`config.mk`:
```
export PLATFORM = sky130hd
export DESIGN_NAME = audio_play_ctrl
export DESIGN_NICKNAME = d
export VERILOG_FILES = /design/src/rtl/audio_play_ctrl.sv
export SDC_FILE = /design/constraint.sdc
export NUM_CORES = 1
export LEC_CHECK = 0
export ABC_AREA = 0
export CORE_MARGIN = 4
export CORE_UTILIZATION = 33
export CTS_CLUSTER_SIZE = 25
export DETAILED_ROUTE_END_ITERATION = 8
export GPL_ROUTABILITY_DRIVEN = 1
export GPL_TIMING_DRIVEN = 0
export PLACE_DENSITY = 0.64
export SKIP_LAST_GASP = 1
export SYNTH_ARGS = -nofsm -noshare
export SYNTH_HDL_FRONTEND = slang
export SYNTH_SLANG_ARGS = --single-unit
```
`constraint.sdc`:
```
create_clock -name CLK50 -period 4.26 [get_ports CLK50]
set_clock_uncertainty 0.15 [all_clocks]
set_input_delay 1.065 -clock CLK50 [delete_from_list [all_inputs] [get_ports CLK50]]
set_output_delay 1.065 -clock CLK50 [all_outputs]
set_load 0.02 [all_outputs]
```
`src/rtl/audio_play_ctrl.sv`:
```
// Audio SRAM record/playback sequencer: one SRAM access per codec sample tick,
// with playback speed (fast skip / slow hold with interpolation phase) and pause.
module audio_play_ctrl #(
  parameter int unsigned ADDR_W   = 20,
  parameter int unsigned MAX_ADDR = 1048575
) (
  input  logic              CLK50,
  input  logic              RST,
  input  logic              key_record,
  input  logic              key_play,
  input  logic              key_pause,
  input  logic              key_stop,
  input  logic [1:0]        speed_mode,
  input  logic [2:0]        ratio_m1,
  input  logic              sample_tick,
  input  logic              mem_ack,
  output logic [ADDR_W-1:0] mem_addr,
  output logic              mem_we,
  output logic              mem_req,
  output logic [2:0]        interp_phase,
  output logic              mute,
  output logic [2:0]        state,
  output logic [ADDR_W:0]   rec_len,
  output logic              overrun
);

  localparam int unsigned LEN_W = ADDR_W + 1;

  typedef enum logic [2:0] {
    S_IDLE       = 3'd0,
    S_RECORD     = 3'd1,
    S_PLAY       = 3'd2,
    S_PAUSE_REC  = 3'd3,
    S_PAUSE_PLAY = 3'd4
  } state_t;

  state_t             state_q, state_n;
  logic [ADDR_W-1:0]  addr_q, addr_n;
  logic               req_q, req_n, we_q, we_n;
  logic [2:0]         phase_q, phase_n;
  logic [LEN_W-1:0]   rec_len_q, rec_len_n;
  logic               overrun_q, overrun_n;
  logic               mute_q, mute_n;
  logic               stop_pend_q, stop_pend_n;
  logic [1:0]         mode_q, mode_n;
  logic [2:0]         ratio_q, ratio_n;

  logic               ack_ok, to_idle, clr_pos, keys_ok, slow, fast;
  logic [LEN_W-1:0]   addr_ext, step, play_next;

  // State and datapath registers
  always_ff @(posedge CLK50) begin
    if (RST) begin
      state_q     <= S_IDLE;
      addr_q      <= '0;
      req_q       <= 1'b0;
      we_q        <= 1'b0;
      phase_q     <= 3'd0;
      rec_len_q   <= '0;
      overrun_q   <= 1'b0;
      mute_q      <= 1'b1;
      stop_pend_q <= 1'b0;
      mode_q      <= 2'd0;
      ratio_q     <= 3'd0;
    end else begin
      state_q     <= state_n;
      addr_q      <= addr_n;
      req_q       <= req_n;
      we_q        <= we_n;
      phase_q     <= phase_n;
      rec_len_q   <= rec_len_n;
      overrun_q   <= overrun_n;
      mute_q      <= mute_n;
      stop_pend_q <= stop_pend_n;
      mode_q      <= mode_n;
      ratio_q     <= ratio_n;
    end
  end

  // Next-state: ack completion first, then keys, then sample ticks
  always_comb begin
    state_n     = state_q;
    addr_n      = addr_q;
    req_n       = req_q;
    we_n        = we_q;
    phase_n     = phase_q;
    rec_len_n   = rec_len_q;
    overrun_n   = overrun_q;
    stop_pend_n = stop_pend_q;
    mode_n      = mode_q;
    ratio_n     = ratio_q;
    to_idle     = 1'b0;
    clr_pos     = 1'b0;
    slow        = (mode_q == 2'd2);
    fast        = (mode_q == 2'd1);
    ack_ok      = mem_ack && req_q;
    keys_ok     = !stop_pend_q;
    addr_ext    = {1'b0, addr_q};
    step        = fast ? (LEN_W'(ratio_q) + LEN_W'(1)) : LEN_W'(1);
    play_next   = addr_ext + step;

    if (ack_ok) begin
      req_n = 1'b0;
      we_n  = 1'b0;
      if (state_q == S_RECORD || state_q == S_PAUSE_REC) begin
        rec_len_n = addr_ext + LEN_W'(1);
        if (addr_q == ADDR_W'(MAX_ADDR)) to_idle = 1'b1;
        else addr_n = addr_q + ADDR_W'(1);
      end else if (state_q == S_PLAY || state_q == S_PAUSE_PLAY) begin
        if (play_next >= rec_len_q) begin
          to_idle = 1'b1;
          clr_pos = 1'b1;
        end else begin
          addr_n = play_next[ADDR_W-1:0];
        end
      end
      if (stop_pend_q) begin
        to_idle = 1'b1;
        clr_pos = 1'b1;
      end
    end

    if (to_idle) begin
      state_n     = S_IDLE;
      stop_pend_n = 1'b0;
      if (clr_pos) begin
        addr_n  = '0;
        phase_n = 3'd0;
      end
    end else if (key_stop && keys_ok) begin
      // A request still outstanding after this cycle defers the stop to its ack
      if (req_q && !ack_ok) begin
        stop_pend_n = 1'b1;
      end else begin
        state_n = S_IDLE;
        addr_n  = '0;
        phase_n = 3'd0;
      end
    end else if (key_pause && keys_ok && state_q != S_IDLE) begin
      case (state_q)
        S_RECORD:    state_n = S_PAUSE_REC;
        S_PLAY:      state_n = S_PAUSE_PLAY;
        S_PAUSE_REC: state_n = S_RECORD;
        default: begin
          state_n = S_PLAY;
          mode_n  = speed_mode;
          ratio_n = ratio_m1;
          if (speed_mode != 2'd2) phase_n = 3'd0;
        end
      endcase
    end else if (key_record && keys_ok && state_q == S_IDLE) begin
      state_n   = S_RECORD;
      addr_n    = '0;
      phase_n   = 3'd0;
      rec_len_n = '0;
      overrun_n = 1'b0;
    end else if (key_play && keys_ok &&
                 ((state_q == S_IDLE && rec_len_q != '0) || state_q == S_PAUSE_PLAY)) begin
      state_n = S_PLAY;
      mode_n  = speed_mode;
      ratio_n = ratio_m1;
      if (state_q == S_IDLE) begin
        addr_n    = '0;
        phase_n   = 3'd0;
        overrun_n = 1'b0;
      end else if (speed_mode != 2'd2) begin
        phase_n = 3'd0;
      end
    end else if (sample_tick && (state_q == S_RECORD || state_q == S_PLAY)) begin
      if (req_q) begin
        overrun_n = 1'b1;
      end else if (state_q == S_RECORD) begin
        req_n = 1'b1;
        we_n  = 1'b1;
      end else if (slow) begin
        if (phase_q == 3'd0) begin
          req_n = 1'b1;
          we_n  = 1'b0;
        end
        phase_n = (phase_q == ratio_q) ? 3'd0 : phase_q + 3'd1;
      end else begin
        req_n = 1'b1;
        we_n  = 1'b0;
      end
    end

    mute_n = (state_n != S_PLAY);
  end

  assign mem_addr     = addr_q;
  assign mem_we       = we_q;
  assign mem_req      = req_q;
  assign interp_phase = phase_q;
  assign mute         = mute_q;
  assign state        = state_q;
  assign rec_len      = rec_len_q;
  assign overrun      = overrun_q;

endmodule

```
==> impl_metrics.ini <==
[status]
status = complete, but fails checks
violations = negative setup slack

[timing]
slew_headroom_pct = 16.2
tightest_slew_ns = 1.25
fmax_mhz = 220
fin_crit_ns = 4.54
rsz0062_at_grt = yes
worst_slack_ns = -0.279
whs_ns = 0.358
hold_viol_final = 0
timing.final.crit_share_pct = 107
setup_viol = 25
slew_viol_final = 0
tns_ns = -3.92

[floorplan]
die_h_um = 125
ioPinCount = 64
core_um2 = 13300
start_util_pct = 33.9
rows = 42
fp.dieArea_um2 = 15600
die_x_um = 125

[pwr]
swShare_pct = 24.2
p_switching_mw = 0.330
seq_power_share_pct = 39.4
p_per_area_nw_per_um2 = 218
p_comb_share_pct = 8.5
p_int_mw = 1.03
p_leak_nw = 2.36
vdd_ir_drop_max_mv = 0.188
clkPwrFrac_pct = 52.1

[setup_path]
critPathArrivalTime_ns = 4.61
path_buf_inv = 1
cpPeakStageDelay_ns = 0.35
crit_path_top_delay_cell = dfxtp_2
path_common_cell = ha_4
cp_cell_sequence = ha_4, xor2_1, and2_4, ha_4, nor2b_4, o31a_1, nand3_4, nor2_4, nand2_2, xnor2_2, ha_1, nand4_1, nor4_4, nand2_1, o211ai_1, nor3_2, clkbuf_8, a31oi_4, o41ai_4, a22o_1
worst_setup_path_end_kind = register
cp.required_ns = 4.33
crit_family = simple AND/OR/NAND/NOR gates
start_kind = register
critPathMaxFanout = 5
criticalPathCategory = register to register

[placement]
placed_cells = 836
port_buffers = 63
gp_congestion = 0.937
place_area_um2 = 5370
dp_hpwl_um = 11900

[layout]
finalNonFillerCells = 879
final_layout_size_suffix_gt1_share_pct = 18.5
syn2layout_area_growth_pct = 39.1
finish.utilization_pct = 47.1
n_antenna_cell = 0
nFillCells = 1288
layout.nets = 741
fin_area_um2 = 6260

[synthesis]
synthAdderAreaFrac_pct = 8.51
synth_top_family_by_area = simple AND/OR/NAND/NOR gates
synth_mux_area_share_pct = 1.33
ys_seq_area_share_pct = 25.4
synthXorXnorAreaFrac_pct = 8.56
synth-simple-area-share_pct = 24.7
synthDistinctLibCells = 64
syn-num-nets = 640
synth-seq-cells = 57
synthFlopType = dfxtp_1
synthArstFlopShare_pct = 0
synth-edff-count = 0
syn_inst = 597
syn_area_per_cell_um2 = 7.54
ys_warn_count = 0
synth_area_um2 = 4500
synth_compound_area_share_pct = 24.0

[cts]
cts.path.max_buffers = 2
htreeDepth = 3
cts_made_buffers = 9
ctsHoldBuffers = 0
clk_latency_ns = 0.33
root_buffer = clkbuf_16
clk_pin_slew_worst_paths_ns = 0.05
cts_tree = yes
cts.sinks = 57

[drt]
drc = 0
routed_wl_um = 16200
viasPerCell = 5.64
routedWlPerCell_um = 18.4
drt_iter0_drc = 477
ant_nets = 0
drt_pass1_iterations = 5
route.vias.total = 4954

[global_routing]
grt_use_total_pct = 19.5
grt_pass1_wl_um = 24800
grt_max_degree = 11
grt_overflow = 0
grt_pass1_vias = 4622
antenna_found_initial = 0

[hold_path]
hp-class = register to register

[flow_run]
maxCapViolCount = 0
[area by class of cell]
type	count	area, um^2	share of cell area [%]
Multi-Input combinational cell	461	3370	53.9
Sequential cell	57	1150	18.3
Timing Repair Buffer	92	867	13.8
Clock buffer	14	284	4.54
Buffer	41	223	3.56
Tap cell	176	220	3.52
Inverter	36	135	2.16
Clock inverter	2	10.0	0.160
[logic make-up (layout without fill, tap and decap cells)]
kind of cell / after synthesis / in the layout
xor gates and xnor gates: 44 / 44
and+or+nand+nor: 225 / 225
adders and majority gates: 30 / 30
buffers and inverters: 79 / 185
DFF: 57 / 57
AOI/OAI and AO/OA: 156 / 156
muxes: 6 / 6
[flip-flops by register name (all words and copies together), names as in the netlist]
register / flops
mem_addr: 20
mute: 1
overrun: 1
rec_len: 21
ratio_q: 3
state: 3
interp_phase: 3
stop_pend_q: 1
mem_we: 1
mode_q: 2
mem_req: 1
[metal layers]
layer / vias up / track usage (%) / wire (um)
li1: 2353 / - / -
met1: 2317 / 27.3 / 7260
met2: 250 / 29.9 / 7160
met3: 34 / 3.90 / 1350
met4: 0 / 6.51 / 379
met5: - / 0 / 0
[worst min-delay path, delay by kind of cell (launching register included)]
family	cells	cell delay, ns
AO/OA/AOI/OAI	1	0.06
buffers and inverters	1	0.08
flip-flops	1	0.32
[power groups by stage]
stage | registers (mW) | logic (mW) | clock network (mW)
CTS | 0.537 | 0.108 | 0.718
detailed placement | 0.548 | 0.0995 | 0
global route | 0.537 | 0.123 | 0.749
floorplan | 0.550 | 0.0585 | 0
finish | 0.537 | 0.116 | 0.710
global placement | 0.548 | 0.0984 | 0
[layout by cell type (no fill, tap or decap), types with 6 or more instances in the layout]
cell type         n
buf_2             9
clkdlybuf4s50_1  63
o22ai_1           7
o211ai_1          7
a21oi_1          33
nor2_1           65
mux2i_1           6
clkbuf_1         23
nor2b_1           6
a22o_1            7
and3_1            6
xnor2_1          25
nor4_1            7
buf_6             7
buf_4            25
clkbuf_16         9
dfxtp_1          51
nand4_1          14
nor3_1            9
o21ai_0          19
nand3_1          13
inv_1            34
nand2b_1          7
nand2_1          51
a211oi_1         20
dfxtp_2           6
xor2_1           16
ha_1             25
[Yosys cell counts (all sizes together), types with 3 or more instances]
cell type / count / area, um^2
nor2: 71 / 269
a31oi: 3 / 18.8
nor4: 8 / 50.1
ha: 29 / 363
dfxtp: 57 / 1140
clkbuf: 28 / 108
a21o: 4 / 30.0
nor3: 14 / 86.3
or4: 4 / 33.8
inv: 36 / 135
o211ai: 7 / 52.6
a21oi: 36 / 180
or3: 5 / 31.3
nand2b: 7 / 43.8
and2: 6 / 37.5
o21a: 5 / 37.5
a211o: 3 / 26.3
o22ai: 7 / 43.8
nand2: 57 / 214
a22oi: 6 / 45.0
xor2: 17 / 149
nand3: 16 / 80.1
buf: 15 / 97.6
o31ai: 6 / 58.8
mux2i: 6 / 60.1
o21ai: 24 / 120
a22o: 7 / 61.3
nor2b: 8 / 50.1
a211oi: 21 / 158
a311oi: 4 / 35.0
and3: 6 / 37.5
xnor2: 27 / 236
nand4: 15 / 109
[repair_timing]
item / CTS / global route
endpoints found under the hold margin: 0 / 0
setup endpoints to repair: 36 / 36
setup buffers: 22 / 7
gates resized for setup: 58 / 38
gates cloned: 1 / 0
pin swaps: 37 / 32
[final timing paths]
check,from,end,slack [ns],depth (start not counted)
max,ratio_q[0]$_SDFFE_PP0P_,mem_addr[9]$_SDFF_PP0_,-0.28,20
min,rec_len[4]$_SDFF_PP0_,rec_len[4]$_SDFF_PP0_,0.36,2
max reg2reg,ratio_q[0]$_SDFFE_PP0P_,mem_addr[9]$_SDFF_PP0_,-0.28,20
min reg2reg,rec_len[4]$_SDFF_PP0_,rec_len[4]$_SDFF_PP0_,0.36,2
[stage by stage]
| stage | total power, mW | worst slack, ns |
|---|---|---|
| floorplan | 0.609 | 0.0233 |
| global placement | 0.647 | -1.12 |
| detailed placement | 0.648 | -1.12 |
| CTS | 1.36 | -0.145 |
| global route | 1.41 | -0.419 |
| finish | 1.36 | -0.279 |
Power figures use the tool's default switching activity.
